**src/rtl/alu_ctrl_pkg.sv**
```systemverilog
`default_nettype none
// ============================================================================
//  Module      : alu_ctrl_pkg
//  Description : Shared constants for the multi-cycle MIPS ALU control slice:
//                ALUOp classes, R-type funct codes, ALUOperation codes,
//                mul/div sequencer state encodings and the selector decoder.
//  Revision    : 1.0  initial release
// ============================================================================
package alu_ctrl_pkg;

  // ALUOp classes (low 3 bits of ALUOp)
  localparam logic [2:0] C_OP_LWSW   = 3'b000;
  localparam logic [2:0] C_OP_BRANCH = 3'b001;
  localparam logic [2:0] C_OP_ADDI   = 3'b100;
  localparam logic [2:0] C_OP_ORI    = 3'b101;
  localparam logic [2:0] C_OP_LUI    = 3'b110;
  localparam logic [2:0] C_OP_RTYPE  = 3'b111;

  // R-type funct field values
  localparam logic [5:0] C_FN_AND  = 6'b100100;
  localparam logic [5:0] C_FN_OR   = 6'b100101;
  localparam logic [5:0] C_FN_NOR  = 6'b100111;
  localparam logic [5:0] C_FN_ADD  = 6'b100000;
  localparam logic [5:0] C_FN_SUB  = 6'b100010;
  localparam logic [5:0] C_FN_SLL  = 6'b000000;
  localparam logic [5:0] C_FN_SRL  = 6'b000010;
  localparam logic [5:0] C_FN_SLT  = 6'b101010;
  localparam logic [5:0] C_FN_MULT = 6'b011000;
  localparam logic [5:0] C_FN_DIV  = 6'b011010;
  localparam logic [5:0] C_FN_MFHI = 6'b010000;
  localparam logic [5:0] C_FN_MFLO = 6'b010010;

  // ALUOperation codes
  localparam logic [3:0] C_ALU_AND     = 4'b0000;
  localparam logic [3:0] C_ALU_OR      = 4'b0001;
  localparam logic [3:0] C_ALU_NOR     = 4'b0010;
  localparam logic [3:0] C_ALU_ADD     = 4'b0011;
  localparam logic [3:0] C_ALU_SUB     = 4'b0100;
  localparam logic [3:0] C_ALU_SLL     = 4'b0101;
  localparam logic [3:0] C_ALU_SRL     = 4'b0110;
  localparam logic [3:0] C_ALU_LUI     = 4'b0111;
  localparam logic [3:0] C_ALU_MULT    = 4'b1000;
  localparam logic [3:0] C_ALU_ILLEGAL = 4'b1001;
  localparam logic [3:0] C_ALU_DIV     = 4'b1010;
  localparam logic [3:0] C_ALU_MFHI    = 4'b1011;
  localparam logic [3:0] C_ALU_MFLO    = 4'b1100;
  localparam logic [3:0] C_ALU_SLT     = 4'b1101;

  // Mul/div sequencer states
  localparam logic [1:0] C_ST_IDLE    = 2'd0;
  localparam logic [1:0] C_ST_MD_RUN  = 2'd1;
  localparam logic [1:0] C_ST_MD_DONE = 2'd2;

  typedef struct packed {
    logic       legal;
    logic       muldiv;
    logic [3:0] code;
  } dec_t;

  // Map the low selector bits onto an ALU code; unknown selectors come back
  // with legal=0 and the reserved code.
  function automatic dec_t alu_decode(input logic [2:0] op, input logic [5:0] fn);
    dec_t d;
    d.legal  = 1'b1;
    d.muldiv = 1'b0;
    d.code   = C_ALU_ILLEGAL;
    case (op)
      C_OP_LWSW:   d.code = C_ALU_ADD;
      C_OP_BRANCH: d.code = C_ALU_SUB;
      C_OP_ADDI:   d.code = C_ALU_ADD;
      C_OP_ORI:    d.code = C_ALU_OR;
      C_OP_LUI:    d.code = C_ALU_LUI;
      C_OP_RTYPE: begin
        case (fn)
          C_FN_AND:  d.code = C_ALU_AND;
          C_FN_OR:   d.code = C_ALU_OR;
          C_FN_NOR:  d.code = C_ALU_NOR;
          C_FN_ADD:  d.code = C_ALU_ADD;
          C_FN_SUB:  d.code = C_ALU_SUB;
          C_FN_SLL:  d.code = C_ALU_SLL;
          C_FN_SRL:  d.code = C_ALU_SRL;
          C_FN_SLT:  d.code = C_ALU_SLT;
          C_FN_MULT: begin d.code = C_ALU_MULT; d.muldiv = 1'b1; end
          C_FN_DIV:  begin d.code = C_ALU_DIV;  d.muldiv = 1'b1; end
          C_FN_MFHI: d.code = C_ALU_MFHI;
          C_FN_MFLO: d.code = C_ALU_MFLO;
          default:   d.legal = 1'b0;
        endcase
      end
      default: d.legal = 1'b0;
    endcase
    return d;
  endfunction

endpackage
`default_nettype wire

```
**src/rtl/md_sequencer.sv**
```systemverilog
`default_nettype none
// ============================================================================
//  Module      : md_sequencer
//  Description : Launch/stall/write-back sequencer for the iterative mul/div
//                unit. One launch cycle (md_start) followed by MD_CYCLES
//                iteration cycles, all stalled, then a single hilo_we cycle.
//  Revision    : 1.0  initial release
// ============================================================================
module md_sequencer #(
  parameter int MD_CYCLES = 32
) (
  input  logic clk,
  input  logic reset,      // asynchronous, active-low
  input  logic go,
  input  logic flush,
  output logic md_start,
  output logic stall,
  output logic hilo_we
);
  import alu_ctrl_pkg::*;

  localparam int            CW         = $clog2(MD_CYCLES + 1);
  localparam logic [CW-1:0] C_CNT_LOAD = CW'(MD_CYCLES - 1);
  localparam logic [CW-1:0] C_CNT_ONE  = CW'(1);

  logic [1:0]    r_state;
  logic [CW-1:0] r_cnt;
  logic          r_md_start;

  // State/counter update; the launch cycle is spent handing operands to the
  // unit, so the iteration count only starts running after it.
  always_ff @(posedge clk or negedge reset) begin
    if (!reset) begin
      r_state    <= C_ST_IDLE;
      r_cnt      <= '0;
      r_md_start <= 1'b0;
    end else begin
      r_md_start <= 1'b0;
      case (r_state)
        C_ST_IDLE: begin
          if (go) begin
            r_state    <= C_ST_MD_RUN;
            r_cnt      <= C_CNT_LOAD;
            r_md_start <= 1'b1;
          end
        end
        C_ST_MD_RUN: begin
          if (flush) begin
            r_state <= C_ST_IDLE;
            r_cnt   <= '0;
          end else if (!r_md_start) begin
            if (r_cnt == '0) begin
              r_state <= C_ST_MD_DONE;
            end else begin
              r_cnt <= r_cnt - C_CNT_ONE;
            end
          end
        end
        C_ST_MD_DONE: r_state <= C_ST_IDLE;
        default:      r_state <= C_ST_IDLE;
      endcase
    end
  end

  assign md_start = r_md_start;
  assign stall    = (r_state == C_ST_MD_RUN);
  assign hilo_we  = (r_state == C_ST_MD_DONE);

endmodule
`default_nettype wire

```
**src/rtl/alu_control_seq.sv**
```systemverilog
`default_nettype none
// ============================================================================
//  Module      : alu_control_seq
//  Description : Registered ALU control for the multi-cycle MIPS datapath.
//                Decodes {ALUOp, ALUFunction} into ALUOperation and drives the
//                mul/div sequencer (md_start, stall, hilo_we).
//                Build option ILLEGAL_TRAP_EN: illegal selectors set a sticky
//                `illegal` flag and leave ALUOperation untouched.
//  Revision    : 1.0  initial release
// ============================================================================
module alu_control_seq #(
  parameter int ALUOP_WIDTH = 3,
  parameter int FUNCT_WIDTH = 6,
  parameter int OPER_WIDTH  = 4,
  parameter int MD_CYCLES   = 32
) (
  input  logic                   clk,
  input  logic                   reset,       // asynchronous, active-low
  input  logic                   dec_valid,
  input  logic                   flush,
  input  logic [ALUOP_WIDTH-1:0] ALUOp,
  input  logic [FUNCT_WIDTH-1:0] ALUFunction,
  output logic [OPER_WIDTH-1:0]  ALUOperation,
  output logic                   op_valid,
  output logic                   md_start,
  output logic                   stall,
  output logic                   hilo_we,
  output logic                   illegal
);
  import alu_ctrl_pkg::*;

  localparam logic [OPER_WIDTH-1:0] C_RESET_OP = OPER_WIDTH'(C_ALU_ILLEGAL);

  dec_t                  w_dec;
  logic                  w_sel_legal;
  logic [3:0]            w_code;
  logic                  w_accept;
  logic                  w_go;
  logic                  w_stall;
  logic [OPER_WIDTH-1:0] r_op;
  logic                  r_op_valid;

  // Any set bit above the three class bits makes the whole selector illegal.
  assign w_dec       = alu_decode(ALUOp[2:0], ALUFunction[5:0]);
  assign w_sel_legal = w_dec.legal & ((ALUOp >> 3) == '0);
  assign w_code      = w_sel_legal ? w_dec.code : C_ALU_ILLEGAL;
  // Upstream holds its inputs while stalled, so nothing is decoded then.
  assign w_accept    = dec_valid & ~w_stall;
  assign w_go        = w_accept & w_sel_legal & w_dec.muldiv;

  md_sequencer #(
    .MD_CYCLES (MD_CYCLES)
  ) u_md_seq (
    .clk      (clk),
    .reset    (reset),
    .go       (w_go),
    .flush    (flush),
    .md_start (md_start),
    .stall    (w_stall),
    .hilo_we  (hilo_we)
  );

`ifdef ILLEGAL_TRAP_EN
  logic r_illegal;

  // Register the decoded op; an illegal selector only raises the sticky flag.
  always_ff @(posedge clk or negedge reset) begin
    if (!reset) begin
      r_op       <= C_RESET_OP;
      r_op_valid <= 1'b0;
      r_illegal  <= 1'b0;
    end else begin
      r_op_valid <= 1'b0;
      if (w_accept) begin
        if (!w_sel_legal) begin
          r_illegal <= 1'b1;
        end else begin
          r_op       <= OPER_WIDTH'(w_code);
          r_op_valid <= 1'b1;
        end
      end
    end
  end

  assign illegal = r_illegal;
`else
  // Register the decoded op; illegal selectors pass through as the reserved code.
  always_ff @(posedge clk or negedge reset) begin
    if (!reset) begin
      r_op       <= C_RESET_OP;
      r_op_valid <= 1'b0;
    end else begin
      r_op_valid <= 1'b0;
      if (w_accept) begin
        r_op       <= OPER_WIDTH'(w_code);
        r_op_valid <= 1'b1;
      end
    end
  end

  assign illegal = 1'b0;
`endif

  assign ALUOperation = r_op;
  assign op_valid     = r_op_valid;
  assign stall        = w_stall;

endmodule
`default_nettype wire

```
**config.mk**
```make
export PLATFORM = sky130hd
export DESIGN_NAME = alu_control_seq
export DESIGN_NICKNAME = d
export VERILOG_FILES = /design/src/rtl/alu_ctrl_pkg.sv /design/src/rtl/md_sequencer.sv /design/src/rtl/alu_control_seq.sv
export SDC_FILE = /design/constraint.sdc
export NUM_CORES = 1
export LEC_CHECK = 0
export CAP_MARGIN = 20
export CORE_ASPECT_RATIO = 0.75
export CORE_MARGIN = 3
export CORE_UTILIZATION = 52
export DETAILED_ROUTE_END_ITERATION = 7
export DONT_BUFFER_PORTS = 1
export GPL_ROUTABILITY_DRIVEN = 0
export PLACE_DENSITY_LB_ADDON = 0.15
export RECOVER_POWER = 100
export SLEW_MARGIN = 20
export SYNTH_ARGS = -nofsm -noshare
export SYNTH_HDL_FRONTEND = slang
export SYNTH_SLANG_ARGS = --single-unit
```
**constraint.sdc**
```tcl
create_clock -name clk -period 1.8 [get_ports clk]
set_input_delay 0.09 -clock clk [delete_from_list [all_inputs] [get_ports clk]]
set_output_delay 0.09 -clock clk [all_outputs]
set_load 0.01 [all_outputs]
```
==> flow_metrics.env, run 1 <==
export IMPL_r2r_cells=6
export IMPL_min_period_over_period=0.931
export IMPL_p_seq_frac=0.507
export IMPL_first_global_vias=824
export IMPL_drc=0
export IMPL_final_nets=130
export IMPL_switchingPower_mw=0.227
export IMPL_wl_per_cell_um=15.9
export IMPL_numCtsBuffers=3
export IMPL_cp_endpoint="u_md_seq.r_cnt[0]"
export IMPL_grt_pass1_wl_um=3760
export IMPL_clkPwrFrac=0.294
export IMPL_synth_seq_cells=14
export IMPL_end_kind="flop"
export IMPL_die_area_um2=2450
export IMPL_die_w_um=56.2
export IMPL_setup_viol=0
export IMPL_clock_fmax_ghz=0.597
export IMPL_final_hold_violation_count=0
export IMPL_cts_setup_buffers=0
export IMPL_cts_max_level=1
export IMPL_p_int_mw=0.549
export IMPL_maxCapViolCount=0
export IMPL_tns_ps=0
export IMPL_final_max_slew_viol_count=0
export IMPL_synth_area_leaders="dfrtp_1 31%, dfstp_2 5.4%, o21ai_0 4.6%"
export IMPL_syn2layout_area_growth_pct=6.00
export IMPL_r2r_end="u_md_seq.r_cnt[0]"
export IMPL_leakagePower_nw=0.446
export IMPL_path_class="reg2reg"
export IMPL_hold_path_class="in2reg"
export IMPL_num_rows=12
export IMPL_clock_root_buffer="clkbuf_4"
export IMPL_layout_min_cycle_time_ps=1680
export IMPL_antenna_left=0
export IMPL_fillers=128
export IMPL_final_layout_size_suffix_gt1_frac=0.132
export IMPL_multi_input_area_um2=568
export IMPL_finClkSkew_ps=15.8
export IMPL_synthCells=112
export IMPL_r2r_slack_ps=120
export IMPL_track_usage=0.195
export IMPL_status="complete, no violations"
export IMPL_path_clk_slew_ps=100
export IMPL_insertedDiodeCount=0
export IMPL_async_reset_ff_frac=1.00
export IMPL_vias_per_cell=6.34
export IMPL_insertion_delay_ps=280
export IMPL_portBuffers=0
export IMPL_post_place_ws_ps=186
export IMPL_ys_types=46
export IMPL_finalWorstSetupSlack_ps=124
export IMPL_synth_top_area_frac=0.306
export IMPL_num_io_pins=22
export IMPL_yosysTopAreaCell="dfrtp_1"
export IMPL_cts_tree="done"
export IMPL_cp_max_fo=4
export IMPL_drt_iter0_drc=29
export IMPL_p_sw_frac=0.292
export IMPL_regArea_um2=353
export IMPL_ir_drop_mv=0.453
export IMPL_drt_pass1_iter_count=4
export IMPL_grt_overflow_total=0
export IMPL_final_util=0.641
export IMPL_cts_max_path_buffers=2
export IMPL_yosysSeqAreaShare=0.360
export IMPL_syn_nets=127
export IMPL_critPathLaunchType="flop"
export IMPL_synth_warnings=0
export IMPL_tightest_slew_ps=627
export IMPL_synth_top_flop_cell="dfrtp_1"
export IMPL_slew_headroom=0.581
export IMPL_pwr_share_comb=0.198
export IMPL_coreArea_um2=1620
export IMPL_critPathArrivalTime_ps=1890
export IMPL_num_vias=856
export IMPL_synth_area_um2=981
export IMPL_startpoint="u_md_seq.r_state[1]"
export IMPL_synth_edf_count=0
export IMPL_required_ps=2010
export IMPL_die_y_um=43.6
export IMPL_pwr_density_cell_nw_per_um2=746
export IMPL_initial_utilization=0.605
export IMPL_dp_final_hpwl_um=1570
export IMPL_antenna_found_initial=0
export IMPL_routed_wl_um=2150
export IMPL_avgSynthCellArea_um2=8.76
export IMPL_grt_start_max_net_pins=15
export IMPL_cts_sinks=14
export IMPL_r2r_start="u_md_seq.r_state[1]"
export IMPL_rsz0062_at_grt="no"
[placed cells by master (no fill, tap or decap), drive strengths merged, types with 2 or more instances in the layout]
cell type	netlist	routed
dfstp	2	2
a31oi	4	4
nor2b	2	2
nor4	2	2
xnor2	2	2
nand2b	2	2
nand2	8	8
nor3b	3	3
dfrtp	12	12
and3	2	2
o2111ai	2	2
clkbuf	0	4
nand3	3	3
a21oi	5	5
dlygate4sd3	0	3
nor2	10	10
o21ai	9	9
ha	2	2
o21a	3	3
a21o	3	3
nand4	2	2
inv	7	7
a22o	2	2
nor3	5	5
[per-layer routing]
layer / vias up / global-route usage / share of wire
met5: - / 0 / 0
li1: 417 / - / -
met1: 393 / 0.288 / 0.46
met4: 0 / 0.0474 / 0.0037
met2: 44 / 0.263 / 0.42
met3: 2 / 0.0774 / 0.11
[power groups by stage]
stage          Combinational, mW  Clock (mW)  Sequential [mW]
6_report                   0.154       0.228            0.394
5_1_grt                    0.180       0.248            0.399
4_1_cts                    0.153       0.234            0.393
3_5_place_dp               0.139           0            0.399
3_3_place_gp               0.137           0            0.399
2_1_floorplan              0.135           0            0.390
[cell usage after synthesis, types with 2 or more instances]
cell type,count
nor2_1,10
a21o_1,3
nor3b_1,3
nor4_1,2
nor2b_1,2
nand3_1,3
buf_2,3
nand2_1,7
a31oi_1,4
ha_1,2
xnor2_1,2
nand4_1,2
a21oi_1,4
o21ai_0,9
nor3_1,5
inv_1,6
dfstp_2,2
dfrtp_1,12
o2111ai_1,2
o21a_1,3
[repair_timing]
| item | in CTS | in global routing |
|---|---|---|
| hold endpoints to repair | 18 | 0 |
| gates resized for setup | 0 | 1 |
| hold buffers | 3 | 0 |
| endpoints found under the setup margin | 0 | 1 |
[critical path: stages (launching register included)]
cell	delay, ps
dfrtp_1	370
nand2b_1	200
inv_2	120
nor4b_4	310
nand4_1	250
nand2_1	210
o22a_1	150
[flip-flops by register name, indices dropped and copies added, names as in the netlist]
| signal | count |
|---|---|
| ALUOperation | 4 |
| op_valid | 1 |
| u_md_seq.r_cnt | 6 |
| u_md_seq.md_start | 1 |
| u_md_seq.r_state | 2 |
[logic make-up after synthesis]
kind of cell               count (synthesis)  share of synthesized area
DFF                                       14                      0.360
AOI/OAI and AO/OA                         35                      0.249
adders and majority gates                  2                     0.0255
buffers and inverters                     12                     0.0612
other                                      1                    0.00382
muxes                                      1                     0.0115
and+or+nand+nor                           45                      0.272
xor gates and xnor gates                   2                     0.0179
[area by class of cell]
| class | instances | area share |
|---|---|---|
| inverter | 7 | 0.0253 |
| sequential | 14 | 0.339 |
| multi-input combinational | 86 | 0.546 |
| tap | 21 | 0.0253 |
| timing repair buffer | 3 | 0.0289 |
| clock buffer | 4 | 0.0349 |
[stage by stage]
| stage | power [mW] | cells | area (um^2) | hold WS (ps) |
|---|---|---|---|---|
| floorplan | 0.524 | 112 | 981 | -206 |
| finish | 0.776 | 135 | 1040 | 19.4 |
| CTS | 0.780 | 135 | 1040 | 9.30 |
| global placement | 0.536 | 128 | 973 | -205 |
| global route | 0.827 | 135 | 1040 | 17.9 |
| detailed placement | 0.538 | 128 | 973 | -205 |
[worst min-delay path by stage]
stage | from | end | slack (ps) | depth (start not counted)
finish | ALUOp[0] | ALUOperation[0] | 20 | 2
global route | ALUOp[0] | ALUOperation[0] | 20 | 2
CTS | ALUOp[0] | ALUOperation[0] | 9 | 2
detailed placement | reset | u_md_seq.r_cnt[5] | -210 | 0
global placement | reset | u_md_seq.r_cnt[5] | -210 | 0
floorplan | reset | ALUOperation[1] | -210 | 0
No activity file was read; power rests on OpenSTA's default activity.
==> run 2: changes to the inputs <==
==> constraint.sdc (replaced) <==
create_clock -name clk -period 2.16 [get_ports clk]
set_input_delay 0.108 -clock clk [delete_from_list [all_inputs] [get_ports clk]]
set_output_delay 0.108 -clock clk [all_outputs]
set_load 0.01 [all_outputs]
==> flow_metrics.env, run 2 (synthesis results as in run 1) <==
export IMPL_coreArea_um2=1620
export IMPL_dp_cells=128
export IMPL_most_common_layout_cells="12 x dfrtp_1, 10 x nor2_1, 9 x o21ai_0, 7 x inv_1, 7 x nand2_1"
export IMPL_portBuffers=0
export IMPL_die_w_um=56.2
export IMPL_final_hold_violation_count=0
export IMPL_first_global_vias=789
export IMPL_fillers=140
export IMPL_maxCapViolCount=0
export IMPL_drt_iter0_drc=42
export IMPL_cts_max_level=1
export IMPL_finalWorstSetupSlack_ps=442
export IMPL_r2r_start="u_md_seq.r_state[0]"
export IMPL_final_layout_size_suffix_gt1_frac=0.114
export IMPL_num_rows=12
export IMPL_insertion_delay_ps=280
export IMPL_clock_root_buffer="clkbuf_4"
export IMPL_critPathArrivalTime_ps=1930
export IMPL_clock_fmax_ghz=0.582
export IMPL_r2r_end="u_md_seq.r_cnt[0]"
export IMPL_crit_chain="nand2b_1 -> inv_1 -> nor4b_4 -> nand4_1 -> nand2_1 -> o22a_1"
export IMPL_rsz0062_at_grt="no"
export IMPL_cts_setup_buffers=0
export IMPL_num_io_pins=22
export IMPL_busiest_layer="met1"
export IMPL_min_delay_start="flush"
export IMPL_whs_ps=8.14
export IMPL_p_total_mw=0.644
export IMPL_end_kind="flop"
export IMPL_path_clk_slew_ps=90
export IMPL_antenna_found_initial=0
export IMPL_pwr_density_cell_nw_per_um2=621
export IMPL_die_area_um2=2450
export IMPL_finClkSkew_ps=11.3
export IMPL_path_class="reg2reg"
export IMPL_dp_final_hpwl_um=1560
export IMPL_min_path_cells=3
export IMPL_hold_end="u_md_seq.r_state[0]"
export IMPL_cts_sinks=14
export IMPL_insertedDiodeCount=0
export IMPL_ir_drop_mv=0.442
export IMPL_numCtsBuffers=3
export IMPL_status="complete, no violations"
export IMPL_regMostFlops="u_md_seq.r_cnt"
export IMPL_slowest_stage="dfrtp_1"
export IMPL_grtUsageMet1=0.260
export IMPL_largest_reg_flops=6
export IMPL_tns_ps=0
export IMPL_track_usage=0.183
export IMPL_leakagePower_nw=0.448
export IMPL_setup_viol=0
export IMPL_grt_met2_usage=0.242
export IMPL_slew_headroom=0.582
export IMPL_cp_max_fo=4
export IMPL_layout_min_cycle_time_ps=1720
export IMPL_regArea_um2=353
export IMPL_drc=0
export IMPL_mostFrequentLayoutCell="dfrtp_1"
export IMPL_vias_per_cell=6.43
export IMPL_initial_utilization=0.605
export IMPL_critPathLaunchType="flop"
export IMPL_finalNonFillerCells=135
export IMPL_wl_per_cell_um=16.0
export IMPL_syn2layout_area_growth_pct=5.74
export IMPL_required_ps=2370
export IMPL_die_y_um=43.6
export IMPL_min_period_over_period=0.796
export IMPL_post_place_ws_ps=548
export IMPL_multi_input_area_um2=566
export IMPL_grt_pass1_wl_um=3510
export IMPL_final_max_slew_viol_count=0
export IMPL_cts_max_path_buffers=2
export IMPL_final_nets=130
export IMPL_cts_tree="done"
export IMPL_routed_wl_um=2150
export IMPL_grt_overflow_total=0
export IMPL_antenna_left=0
export IMPL_num_vias=868
export IMPL_max_stage_delay_ps=400
export IMPL_grt_start_max_net_pins=15
export IMPL_grtUsageMet3=0.0863
export IMPL_tightest_slew_ps=624
export IMPL_r2r_cells=6
export IMPL_hold_path_class="in2reg"
export IMPL_r2r_slack_ps=440
export IMPL_drt_pass1_iter_count=4
run 2: cell counts in the layout (fill, tap and decap cells not counted):
Identical to the previous run, type by type.
run 2: how the worst max path moves through the flow:
stage	start	cells after the start	end
after floorplan	u_md_seq.r_cnt[0]	7	u_md_seq.r_cnt[0]
after global routing	u_md_seq.r_state[1]	6	u_md_seq.r_cnt[0]
after global placement	u_md_seq.r_cnt[0]	7	u_md_seq.r_cnt[5]
after CTS	u_md_seq.r_cnt[0]	7	u_md_seq.r_cnt[0]
final	u_md_seq.r_state[0]	6	u_md_seq.r_cnt[0]
after detailed placement	u_md_seq.r_cnt[0]	7	u_md_seq.r_cnt[5]
run 2: per-stage QoR:
step | cell area [um^2] | util
6_report | 1040 | 0.640
4_1_cts | 1040 | 0.641
3_3_place_gp | 973 | 0.600
3_5_place_dp | 973 | 0.600
2_1_floorplan | 981 | -
5_1_grt | 1040 | 0.640
run 2: power breakdown:
group	internal, mW	switching (mW)	total [mW]
clock	0.102	0.0864	0.189
sequential	0.291	0.0375	0.328
combinational	0.0644	0.0624	0.127
total	0.458	0.186	0.644
run 2: layout make-up:
cell class / count / area share
inverter: 7 / 0.0253
tap: 21 / 0.0253
timing repair buffer: 3 / 0.0290
multi-input combinational: 86 / 0.545
sequential: 14 / 0.340
clock buffer: 4 / 0.0350
run 2: layer usage:
metal / part of all wire / vias up
met1: 0.47 / 399
met5: 0 / -
met4: 0.0056 / 0
li1: - / 417
met2: 0.40 / 48
met3: 0.13 / 4
run 2: repair_timing:
| action | CTS | global route |
|---|---|---|
| setup endpoints to repair | 0 | 0 |
| hold endpoints to repair | 16 | 0 |
| hold buffers | 3 | 0 |
| gates resized for setup | 0 | 0 |
run 2: critical path, delay by kind of cell, from the launching register on:
family | cells | cell delay [ps]
AND/OR/NAND/NOR | 4 | 930
flip-flops | 1 | 400
buffers and inverters | 1 | 160
AO/OA/AOI/OAI | 1 | 150
